==> src/rtl/mem_fill_writer_pkg.sv <==
// Shared types for the memory fill writer.
package mem_fill_writer_pkg;

  typedef enum logic {
    ST_IDLE = 1'b0,
    ST_RUN  = 1'b1
  } fill_state_t;

endpackage

==> src/rtl/mem_fill_writer_if.sv <==
// Stream input and memory write port of the fill writer.
// master: the writer itself; slave: the stream source and memory side.
interface mem_fill_writer_if #(
  parameter int addrbits = 4,
  parameter int width    = 8
);
  logic                in_valid;
  logic                in_ready;
  logic [width-1:0]    in_data;
  logic                write_clk;
  logic                write_en;
  logic [addrbits-1:0] write_addr;
  logic [width-1:0]    write_data;

  modport master (
    input  in_valid, in_data,
    output in_ready, write_clk, write_en, write_addr, write_data
  );

  modport slave (
    output in_valid, in_data,
    input  in_ready, write_clk, write_en, write_addr, write_data
  );
endinterface

==> src/rtl/mem_fill_addr_gen.sv <==
// Address / remaining-count generator with modulo-depth wrap.
module mem_fill_addr_gen #(
  parameter int depth    = 16,
  parameter int addrbits = 4
) (
  input  logic                clock,
  input  logic                reset,
  input  logic                load,
  input  logic [addrbits-1:0] load_addr,
  input  logic [addrbits:0]   load_len,
  input  logic                step,
  output logic [addrbits-1:0] addr,
  output logic [addrbits:0]   remaining,
  output logic                last
);

  localparam logic [addrbits:0]   DEPTH_L   = (addrbits+1)'(depth);
  localparam logic [addrbits-1:0] LAST_ADDR = addrbits'(depth - 1);

  assign last = (remaining == (addrbits+1)'(1));

  // Load reduces the address modulo depth and saturates the length; step advances.
  always_ff @(posedge clock) begin
    if (reset) begin
      addr      <= '0;
      remaining <= '0;
    end else if (load) begin
      addr      <= addrbits'(32'(load_addr) % depth);
      remaining <= (load_len > DEPTH_L) ? DEPTH_L : load_len;
    end else if (step) begin
      addr      <= (addr == LAST_ADDR) ? '0 : addr + 1'b1;
      remaining <= remaining - 1'b1;
    end
  end

endmodule

==> src/rtl/mem_fill_writer.sv <==
// Sequences a memory write port over a wrapping address range, sourcing
// words from a valid/ready stream or from a constant fill value.
module mem_fill_writer
  import mem_fill_writer_pkg::*;
#(
  parameter int depth       = 16,
  parameter int addrbits    = 4,
  parameter int width       = 8,
  parameter int isPipelined = 1
) (
  input  logic                clock,
  input  logic                reset,
  input  logic                start,
  input  logic [addrbits-1:0] start_addr,
  input  logic [addrbits:0]   start_len,
  input  logic                fill_mode,
  input  logic [width-1:0]    fill_value,
  mem_fill_writer_if.master   wport,
  output logic                busy,
  output logic                done
);

  fill_state_t         state, state_nxt;
  logic                fill_r;
  logic [width-1:0]    fval_r;
  logic                zero_done_q;
  logic                accept;
  logic                beat;
  logic                last_beat;
  logic                ready;
  logic [width-1:0]    beat_data;
  logic [addrbits-1:0] cur_addr;
  logic [addrbits:0]   remaining;
  logic                last;

  assign wport.write_clk = clock;
  assign wport.in_ready  = ready;

  assign accept    = start && (state == ST_IDLE) && !busy;
  assign last_beat = beat && last;
  assign beat_data = fill_r ? fval_r : wport.in_data;

  mem_fill_addr_gen #(
    .depth    (depth),
    .addrbits (addrbits)
  ) u_addr_gen (
    .clock     (clock),
    .reset     (reset),
    .load      (accept),
    .load_addr (start_addr),
    .load_len  (start_len),
    .step      (beat),
    .addr      (cur_addr),
    .remaining (remaining),
    .last      (last)
  );

  // State register plus burst configuration latched at start.
  always_ff @(posedge clock) begin
    if (reset) begin
      state       <= ST_IDLE;
      fill_r      <= 1'b0;
      fval_r      <= '0;
      zero_done_q <= 1'b0;
    end else begin
      state       <= state_nxt;
      zero_done_q <= accept && (start_len == '0);
      if (accept) begin
        fill_r <= fill_mode;
        fval_r <= fill_value;
      end
    end
  end

  // Next state, stream handshake and beat qualification.
  always_comb begin
    state_nxt = state;
    beat      = 1'b0;
    ready     = 1'b0;
    case (state)
      ST_IDLE: begin
        if (accept && (start_len != '0)) state_nxt = ST_RUN;
      end
      ST_RUN: begin
        ready = !fill_r;
        beat  = fill_r || wport.in_valid;
        if (beat && last) state_nxt = ST_IDLE;
      end
      default: state_nxt = ST_IDLE;
    endcase
  end

  generate
    if (isPipelined != 0) begin : g_piped
      logic                wen_q;
      logic                done_q;
      logic [addrbits-1:0] waddr_q;
      logic [width-1:0]    wdata_q;

      // Register the accepted beat; addr/data hold between beats.
      always_ff @(posedge clock) begin
        if (reset) begin
          wen_q   <= 1'b0;
          done_q  <= 1'b0;
          waddr_q <= '0;
          wdata_q <= '0;
        end else begin
          wen_q  <= beat;
          done_q <= last_beat;
          if (beat) begin
            waddr_q <= cur_addr;
            wdata_q <= beat_data;
          end
        end
      end

      assign wport.write_en   = wen_q;
      assign wport.write_addr = waddr_q;
      assign wport.write_data = wdata_q;
      assign done             = done_q || zero_done_q;
      // The final write lands after the FSM is back in IDLE, so busy covers it.
      assign busy             = (state == ST_RUN) || done_q;
    end else begin : g_comb
      logic [addrbits-1:0] addr_hold;
      logic [width-1:0]    data_hold;

      // Remember the last written word so addr/data hold when no beat occurs.
      always_ff @(posedge clock) begin
        if (reset) begin
          addr_hold <= '0;
          data_hold <= '0;
        end else if (beat) begin
          addr_hold <= cur_addr;
          data_hold <= beat_data;
        end
      end

      assign wport.write_en   = beat;
      assign wport.write_addr = beat ? cur_addr : addr_hold;
      assign wport.write_data = beat ? beat_data : data_hold;
      assign done             = last_beat || zero_done_q;
      assign busy             = (state == ST_RUN);
    end
  endgenerate

endmodule

==> src/flat_wrapper.sv <==
// flat-port wrapper written by rule: the top's interface ports become plain ports
module mem_fill_writer_flat import mem_fill_writer_pkg::*;
#(
  parameter int depth       = 16,
  parameter int addrbits    = 4,
  parameter int width       = 8,
  parameter int isPipelined = 1
)
  (clock, reset, start, start_addr, start_len, fill_mode, fill_value, busy, done, wport_in_valid, wport_in_data, wport_in_ready, wport_write_clk, wport_write_en, wport_write_addr, wport_write_data);
  mem_fill_writer_if #(.addrbits(addrbits), .width(width)) wport_i ();
  input  logic clock;
  input  logic reset;
  input  logic start;
  input  logic [addrbits-1:0] start_addr;
  input  logic [addrbits:0] start_len;
  input  logic fill_mode;
  input  logic [width-1:0] fill_value;
  output logic busy;
  output logic done;
  input wire logic [$bits(wport_i.in_valid)-1:0] wport_in_valid;
  input wire logic [$bits(wport_i.in_data)-1:0] wport_in_data;
  output wire logic [$bits(wport_i.in_ready)-1:0] wport_in_ready;
  output wire logic [$bits(wport_i.write_clk)-1:0] wport_write_clk;
  output wire logic [$bits(wport_i.write_en)-1:0] wport_write_en;
  output wire logic [$bits(wport_i.write_addr)-1:0] wport_write_addr;
  output wire logic [$bits(wport_i.write_data)-1:0] wport_write_data;
  assign wport_i.in_valid = wport_in_valid;
  assign wport_i.in_data = wport_in_data;
  assign wport_in_ready = wport_i.in_ready;
  assign wport_write_clk = wport_i.write_clk;
  assign wport_write_en = wport_i.write_en;
  assign wport_write_addr = wport_i.write_addr;
  assign wport_write_data = wport_i.write_data;
  mem_fill_writer #(.depth(depth), .addrbits(addrbits), .width(width), .isPipelined(isPipelined)) u_core (.clock(clock), .reset(reset), .start(start), .start_addr(start_addr), .start_len(start_len), .fill_mode(fill_mode), .fill_value(fill_value), .wport(wport_i), .busy(busy), .done(done));
endmodule
==> config.mk <==
export PLATFORM = sky130hd
export DESIGN_NAME = mem_fill_writer_flat
export DESIGN_NICKNAME = d
export VERILOG_FILES = /design/src/rtl/mem_fill_writer_pkg.sv /design/src/rtl/mem_fill_writer_if.sv /design/src/rtl/mem_fill_addr_gen.sv /design/src/rtl/mem_fill_writer.sv /design/src/flat_wrapper.sv
export SDC_FILE = /design/constraint.sdc
export NUM_CORES = 1
export LEC_CHECK = 0
export ABC_AREA = 1
export CELL_PAD_IN_SITES_DETAIL_PLACEMENT = 1
export CELL_PAD_IN_SITES_GLOBAL_PLACEMENT = 2
export CORE_MARGIN = 2
export CORE_UTILIZATION = 25
export DETAILED_ROUTE_END_ITERATION = 16
export PLACE_DENSITY_LB_ADDON = 0.2
export SLEW_MARGIN = 20
export SYNTH_ARGS = -nofsm -noshare
export SYNTH_HDL_FRONTEND = slang
export SYNTH_SLANG_ARGS = --single-unit
==> constraint.sdc <==
create_clock -name clock -period 1.65 [get_ports clock]
set_clock_uncertainty 0.05 [all_clocks]
set_input_delay 0.33 -clock clock [delete_from_list [all_inputs] [get_ports clock]]
set_output_delay 0.33 -clock clock [all_outputs]
set_load 0.1 [all_outputs]
==> reports/qor.txt, run 1 <==
core area -> 6240 um2
P_sw -> 0.00106 W
DRT iter0 DRCs -> 80
Max Fclk -> 624 MHz
# IOs -> 47
Initial Util -> 25.4%
commonest cells in the netlist -> nand2_1, nor2_1, dfxtp_1, nand3_1, o21ai_0
Congestion Overflow GR -> 0
measured slew at the worst slew-check pin -> 0.263 ns
Sequential Power Share -> 34.3%
crit path DAT -> 1.23 ns
sequential share of the synthesized area -> 42.9%
Clk pwr share -> 38.2%
WP data required -> 1.27 ns
crit path max fanout -> 2
clock transition at the registers of the reported paths -> 0.07 ns
final instance area -> 2510 um2
Post-synth ARST share -> 0%
Mapped Cells -> 216
Comb pwr share -> 27.4%
Core Util, Final -> 40.3%
area leader, netlist -> dfxtp_1
Slew HR -> 82.4%
max_cap viols -> 0
Sw Ratio -> 37.7%
pwr dens -> 1120 nW/um2
initial antenna violation count -> 0
fin. max-slew vios -> 0
CTS tree -> built
Port Buffers -> 46
die area -> 7000 um2
antenna cells -> 0
final worst slack -> 0.0411 ns
crit path kind -> clock port to output pin
fillcell total -> 755
Tcrit/Tclk final -> 97.5%
register bit count reported by yosys -> 34
VDD IR-drop max -> 1.44 mV
number of global-route vias before repair -> 1682
placed inst area -> 2370 um2
FF-to-FF setup slack -> 0.32 ns
FP Rows -> 29
Detailed Routing Iterations Pass 1 -> 4
top_reg_cell synth -> dfxtp_1
total track usage -> 15.4%
first-pass GRT wire length -> 8200 um
Setup crit start kind -> clock port
pin count of the biggest net entering global routing -> 21
drc violations -> 0
CP endpoint kind -> output pin
Post-Syn Nets -> 249
Hold Violations, Final -> 0
hold crit path type -> flop to flop
via count -> 1576
Placement Setup Slack -> -0.495 ns
count of cell types in the netlist -> 26
DP Wirelength -> 3650 um
Avg WL per Cell -> 13.6 um
fin crit period -> 1.61 ns
# setup viols final -> 0
layout cells sized above 1 -> 19.1%
status -> finished, final reports clean
leakage -> 1.11 nW
top cells by area, synth -> dfxtp_1, nand2_1, nor2_1, nand3_1, o21ai_0
Mapped Area -> 1590 um2
Final ANT Viol Nets -> 0
chip width -> 83.7 um
vias per inst -> 4.52
Yosys top cell area share -> 42.9%
area delta synth->final -> 58.4%
Skew-Pair Late Insertion Delay -> 0.39 ns
Routed WL -> 4750 um
internal power -> 0.00175 W
count leader, synth -> nand2_1
Post-synth EDFFs -> 0
Syn Area/Cell -> 7.35 um2
Chip Height -> 83.7 um
nets -> 304
Ys Warns -> 0
RSZ-0062 raised after global routing -> no
Final Wtd Congestion -> 0.757
[path summary, 6_finish.rpt]
| check | to | from | cells after the start |
|---|---|---|---|
| worst max-delay path | wport_write_clk | clock | 3 |
| worst max register to register | u_core.u_addr_gen.remaining[2] | u_core.u_addr_gen.remaining[0] | 6 |
| worst min-delay path | u_core.fval_r[5] | u_core.fval_r[5] | 2 |
| worst min register to register | u_core.fval_r[5] | u_core.fval_r[5] | 2 |
[logic make-up after synthesis]
logic type	after synthesis	share of synthesized area, %
and+or+nand+nor	115	31.5
buffers and inverters	28	8.83
AOI/OAI and AO/OA	36	14.4
adders and majority gates	3	2.37
DFF	34	42.9
[per-layer routing]
layer / up-vias / GRT usage, % / part of all wire [%]
met4: 0 / 7.77 / 1.3
li1: 819 / - / -
met5: - / 0 / 0
met2: 39 / 25.2 / 48
met1: 713 / 17.8 / 46
met3: 5 / 5.44 / 5.1
[timing repair]
item	4_1_cts	5_1_grt
gates cloned	0	0
resized for setup	8	3
setup buffers	0	0
hold buffers	0	0
endpoints found under the setup margin	2	2
[power by group through the flow]
stage               Sequential (W)  Clock (W)  Combinational, W
global placement          0.000985   0.000238          0.000776
floorplan                  0.00114   0.000229          0.000289
global route              0.000979    0.00117          0.000836
finish                    0.000967    0.00108          0.000772
detailed placement        0.000986   0.000238          0.000781
CTS                       0.000968    0.00111          0.000784
[per-stage QoR]
step	setup TNS (ns)	cells	power (W)	hold WS [ns]
floorplan	0	216	0.00166	0.404
global placement	-0.495	338	0.00200	0.419
detailed placement	-0.501	338	0.00200	0.428
CTS	0	349	0.00286	0.443
global route	0	349	0.00298	0.483
finish	0	349	0.00282	0.439
[sequential cells by signal (all words and copies together), names as in the netlist]
register / count
u_core.u_addr_gen.remaining: 5
u_core.wport.write_en: 1
u_core.wport.write_data: 8
u_core.state: 1
u_core.fill_r: 1
u_core.u_addr_gen.addr: 4
u_core.fval_r: 8
u_core.zero_done_q: 1
u_core.wport.write_addr: 4
u_core.g_piped.done_q: 1
[layout make-up]
type | count | area [um2] | area share [%]
clock buffers | 11 | 139 | 5.53
clock inverters | 1 | 5.00 | 0.199
inverters | 17 | 66.3 | 2.64
multi-input cells | 154 | 773 | 30.8
flip-flops and latches | 34 | 684 | 27.2
well taps | 77 | 96.3 | 3.83
repair buffers | 55 | 748 | 29.8
[critical path: stages]
cell and delay [ns]:
clkbuf_8 0.11, clkbuf_8 0.12, buf_6 0.17
[cells in the final DEF, fill, tap and decap left out, types with 2 or more instances in the layout]
cell             count
nand2_1             40
nor2_1              36
dfxtp_1             31
clkdlybuf4s50_1     29
nand3_1             27
buf_12              21
o21ai_0             18
inv_1               13
clkbuf_8             9
o211a_1              8
buf_4                5
a21oi_1              4
o21ai_1              3
nor3_1               3
ha_1                 3
dfxtp_2              3
nor2_4               2
or2_2                2
inv_2                2
nor2_2               2
nand4_1              2
No activity file was read; power rests on OpenSTA's default activity.
==> inputs of run 2 (changes only) <==
- RECOVER_POWER: unset -> 50
==> run 2 against run 1 <==
  * Die area unchanged
  * Non-clock buffer count unchanged
  * Routed wire length grew 0.48%
  * Clock-buffer cell count unchanged
  * Sequential power about the same
  * Critical path type unchanged
  * Largest cell class unchanged
  * Largest power group unchanged
==> reports/qor.txt, run 2 (synthesized netlist as in run 1, its figures left out) <==
Max Fclk -> 624 MHz (about the same)
drc violations -> 0 (unchanged)
nets -> 304 (unchanged)
fin. max-slew vios -> 0 (unchanged)
Routed WL -> 4770 um (+0.48%)
# IOs -> 47 (unchanged)
Port Buffers -> 46 (unchanged)
grt met2 use -> 25.2% (unchanged)
Core Util, Final -> 39.7% (-0.54 points)
Detailed Routing Iterations Pass 1 -> 4 (unchanged)
FF-to-FF setup slack -> 0.19 ns (-0.13 ns)
CP endpoint kind -> output pin
Initial Util -> 25.4% (unchanged)
Tcrit/Tclk final -> 97.5% (about the same)
Skew-Pair Late Insertion Delay -> 0.39 ns (about the same)
DRT iter0 DRCs -> 76 (-5.0%)
VDD IR-drop max -> 1.44 mV (about the same)
met1 Usage GRT -> 17.8% (unchanged)
Congestion Overflow GR -> 0 (unchanged)
commonest non-fill, non-tap cells in the layout -> nand2_1, nor2_1, dfxtp_1
fillcell total -> 755 (unchanged)
crit path max fanout -> 2 (unchanged)
crit path kind -> clock port to output pin
layout cells sized above 1 -> 18.0% (-1.1 points)
Worst Hold Launch -> u_core.fval_r[5]
reg2reg start -> u_core.state
WP data required -> 1.27 ns (about the same)
crit path DAT -> 1.23 ns (about the same)
DP Wirelength -> 3650 um (unchanged)
FP Rows -> 29 (unchanged)
initial antenna violation count -> 0 (unchanged)
leakage -> 1.10 nW (-1.1%)
vias per inst -> 4.52 (unchanged)
FF/Latch Area -> 684 um2 (unchanged)
pwr dens -> 1130 nW/um2 (+0.78%)
first-pass GRT wire length -> 8200 um (unchanged)
number of global-route vias before repair -> 1682 (unchanged)
Setup crit start kind -> clock port
area of the multi-input gates -> 758 um2 (-1.9%)
final instance area -> 2480 um2 (-1.3%)
Final ANT Viol Nets -> 0 (unchanged)
placed inst area -> 2370 um2 (unchanged)
R2R depth -> 7 (+1)
die area -> 7000 um2 (unchanged)
total track usage -> 15.4% (unchanged)
most common cell after layout, fill and taps aside -> nand2_1
hold path cells -> 2 (unchanged)
clock transition at the registers of the reported paths -> 0.07 ns (about the same)
GRT met3 Usage -> 5.44% (unchanged)
core area -> 6240 um2 (unchanged)
measured slew at the worst slew-check pin -> 0.392 ns (+0.130 ns)
R2R Path End -> u_core.u_addr_gen.addr[0]
gr busiest metal -> met2
Slew HR -> 73.8% (-8.6 points)
Final Wtd Congestion -> 0.757 (unchanged)
via count -> 1576 (unchanged)
area delta synth->final -> 56.2%
fin crit period -> 1.61 ns (+0.00000210 ns)
Hold EP -> u_core.fval_r[5]
Avg WL per Cell -> 13.7 um (+0.48%)
max_cap viols -> 0 (unchanged)
CTS Hold Bufs -> 0 (unchanged)
# setup viols final -> 0 (unchanged)
Chip Height -> 83.7 um (unchanged)
Hold Violations, Final -> 0 (unchanged)
pin count of the biggest net entering global routing -> 21 (unchanged)
status -> finished, final reports clean
CTS tree -> built
RSZ-0062 raised after global routing -> no
antenna cells -> 0 (unchanged)
hold crit path type -> flop to flop
post-CTS setup buffer count -> 0 (unchanged)
chip width -> 83.7 um (unchanged)
run 2: cell type report:
type	count	area share, %
multi-input combinational	154	30.6
timing repair buffer	55	29.4
sequential	34	27.6
clock buffer	11	5.60
tap	77	3.89
inverter	17	2.68
clock inverter	1	0.202
run 2: per-layer routing:
metal	up-vias	part of all wire (%)
met4	0	1.3
met2	39	48
li1	818	-
met1	714	46
met5	-	0
met3	5	5.1
run 2: repair_timing:
| item | in CTS | in global routing |
|---|---|---|
| gates cloned | 0 | 0 |
| resized for setup | 8 | 3 |
| setup endpoints to repair | 2 | 2 |
run 2: worst max path at each step:
stage	start	to	slack, ns	cells after the start
floorplan	u_core.fill_r	wport_in_ready	0.007	2
global placement	clock	wport_write_clk	-0.49	1
CTS	u_core.state	wport_in_ready	0.004	3
detailed placement	clock	wport_write_clk	-0.49	1
finish	clock	wport_write_clk	0.04	3
global route	u_core.g_piped.done_q	done	0.006	2
run 2: power by group:
part	switching (W)	leakage [nW]	internal, W
sequential	0.0000726	0.281	0.000895
combinational	0.000447	0.743	0.000308
clock	0.000537	0.0759	0.000540
run 2: critical path: stages:
cell and delay [ns]:
clkbuf_8 0.11, clkbuf_8 0.12, buf_6 0.17
run 2: through the flow:
stage               hold WS [ns]  setup TNS [ns]  setup WS [ns]  total power [W]  std cells
floorplan                  0.404               0        0.00670          0.00166        216
global placement           0.419          -0.495         -0.495          0.00200        338
detailed placement         0.428          -0.501         -0.495          0.00200        338
CTS                        0.443               0        0.00359          0.00286        349
global route               0.483               0        0.00615          0.00296        349
finish                     0.439               0         0.0411          0.00280        349
==> inputs of run 3 (changes only) <==
- RECOVER_POWER: 50 -> 100
==> run 3 against run 2 <==
  * Sequential share of layout area grew 2.3 points
  * Critical path depth shrank 1
  * Utilization shrank 3.1 points
  * Flip-flop and latch count is the same
  * First-iteration DRC count grew 2.6%
  * Total power shrank 4.9%
==> reports/qor.txt, run 3 (synthesized netlist as in run 1, its figures left out) <==
Final ANT Viol Nets -> 0 (unchanged)
layout cells sized above 1 -> 17.6% (-0.37 points)
Hold Violations, Final -> 0 (unchanged)
leakage -> 1.04 nW (-5.2%)
# setup viols final -> 0 (unchanged)
hold crit path type -> flop to flop
crit path max fanout -> 2 (unchanged)
Initial Util -> 25.4% (unchanged)
max_cap viols -> 0 (unchanged)
# IOs -> 47 (unchanged)
WP data required -> 1.27 ns (about the same)
number of global-route vias before repair -> 1682 (unchanged)
die area -> 7000 um2 (unchanged)
Routed WL -> 4810 um (+0.80%)
total track usage -> 15.4% (unchanged)
crit path DAT -> 1.22 ns (about the same)
crit path kind -> flop to output pin
WHS -> 0.437 ns (-0.00235 ns)
commonest non-fill, non-tap cells in the layout -> nand2_1, nor2_1, dfxtp_1
Tcrit/Tclk final -> 97.1% (-0.44 points)
CP endpoint kind -> output pin
fillcell total -> 778 (+3.0%)
antenna cells -> 0 (unchanged)
Chip Height -> 83.7 um (unchanged)
Final Wtd Congestion -> 0.757 (unchanged)
nets -> 304 (unchanged)
Worst Hold Launch -> u_core.wport.write_addr[1]
drc violations -> 0 (unchanged)
Setup crit start kind -> flop
pin count of the biggest net entering global routing -> 21 (unchanged)
FF-to-FF setup slack -> 0.19 ns (about the same)
DP Wirelength -> 3650 um (unchanged)
R2R depth -> 7 (unchanged)
Setup crit start -> u_core.g_piped.done_q
via count -> 1576 (unchanged)
vias per inst -> 4.52 (unchanged)
pwr dens -> 1160 nW/um2 (+3.1%)
fin. max-slew vios -> 0 (unchanged)
Detailed Routing Iterations Pass 1 -> 4 (unchanged)
area delta synth->final -> 44.1%
RSZ-0062 raised after global routing -> no
fin crit period -> 1.60 ns (-0.00721 ns)
Slew HR -> 68.1% (-5.7 points)
clock transition at the registers of the reported paths -> 0.07 ns (about the same)
DRT iter0 DRCs -> 78 (+2.6%)
Skew-Pair Late Insertion Delay -> 0.39 ns (about the same)
Placement Setup Slack -> -0.495 ns (unchanged)
Pwr Total -> 0.00266 W (-4.9%)
measured slew at the worst slew-check pin -> 0.482 ns (+0.0892 ns)
reg2reg start -> u_core.state
Core Util, Final -> 36.6% (-3.1 points)
status -> finished, final reports clean
CTS Hold Bufs -> 0 (unchanged)
VDD IR-drop max -> 1.39 mV (-3.2%)
CTS tree -> built
hold path cells -> 2 (unchanged)
Congestion Overflow GR -> 0 (unchanged)
core area -> 6240 um2 (unchanged)
Max Fclk -> 624 MHz (about the same)
first-pass GRT wire length -> 8200 um (unchanged)
most common cell after layout, fill and taps aside -> nand2_1
initial antenna violation count -> 0 (unchanged)
final worst slack -> 0.0483 ns (+0.00721 ns)
Avg WL per Cell -> 13.8 um (+0.80%)
FP Rows -> 29 (unchanged)
chip width -> 83.7 um (unchanged)
Port Buffers -> 46 (unchanged)
[run 3: changes by cell type in the layout (fill, tap and decap cells not counted)]
cell	previous run	this run
o21ai_1	2	1
clkbuf_8	9	8
buf_12	20	5
buf_6	1	3
clkbuf_1	2	3
buf_2	0	1
clkbuf_4	0	12
o21ai_0	19	20
[run 3: layout make-up]
| cell class | instances | area (um2) | area share [%] |
|---|---|---|---|
| timing repair buffer | 55 | 547 | 23.9 |
| clock buffer | 11 | 129 | 5.64 |
| multi-input combinational | 154 | 758 | 33.2 |
| clock inverter | 1 | 5.00 | 0.219 |
| tap | 77 | 96.3 | 4.21 |
| sequential | 34 | 684 | 29.9 |
| inverter | 17 | 66.3 | 2.90 |
[run 3: worst paths after layout]
kind	end
hold / removal	u_core.wport.write_addr[1]
hold reg to reg	u_core.wport.write_addr[1]
setup reg to reg	u_core.u_addr_gen.addr[0]
setup / recovery	done
[run 3: power by group]
group          internal, W  switching [W]
sequential        0.000894      0.0000582
clock             0.000498       0.000535
combinational     0.000232       0.000446
total              0.00162        0.00104
[run 3: metal layers]
layer  vias up  routed length, um  track usage [%]
met2        39               2280             25.2
met5         -                  0                0
met3         5                240             5.44
met1       714               2230             17.8
li1        818                  -                -
met4         0                 60             7.77
[run 3: what timing repair did]
action                                  CTS  global route
hold endpoints to repair                  0             0
endpoints found under the setup margin    2             2
buffers inserted                          0             0
resized for setup                         8             3
pin swaps                                 0             0
[run 3: metrics by stage]
step	instances	TNS (ns)	area, um2
2_1_floorplan	216	0	1590
5_1_grt	349	0	2290
4_1_cts	349	0	2510
3_5_place_dp	338	-0.501	2370
3_3_place_gp	338	-0.495	2370
6_report	349	0	2290
[run 3: worst max-delay path: stages (launching register included)]
cell and delay [ns]:
dfxtp_2 0.34, or2_2 0.32, buf_12 0.17
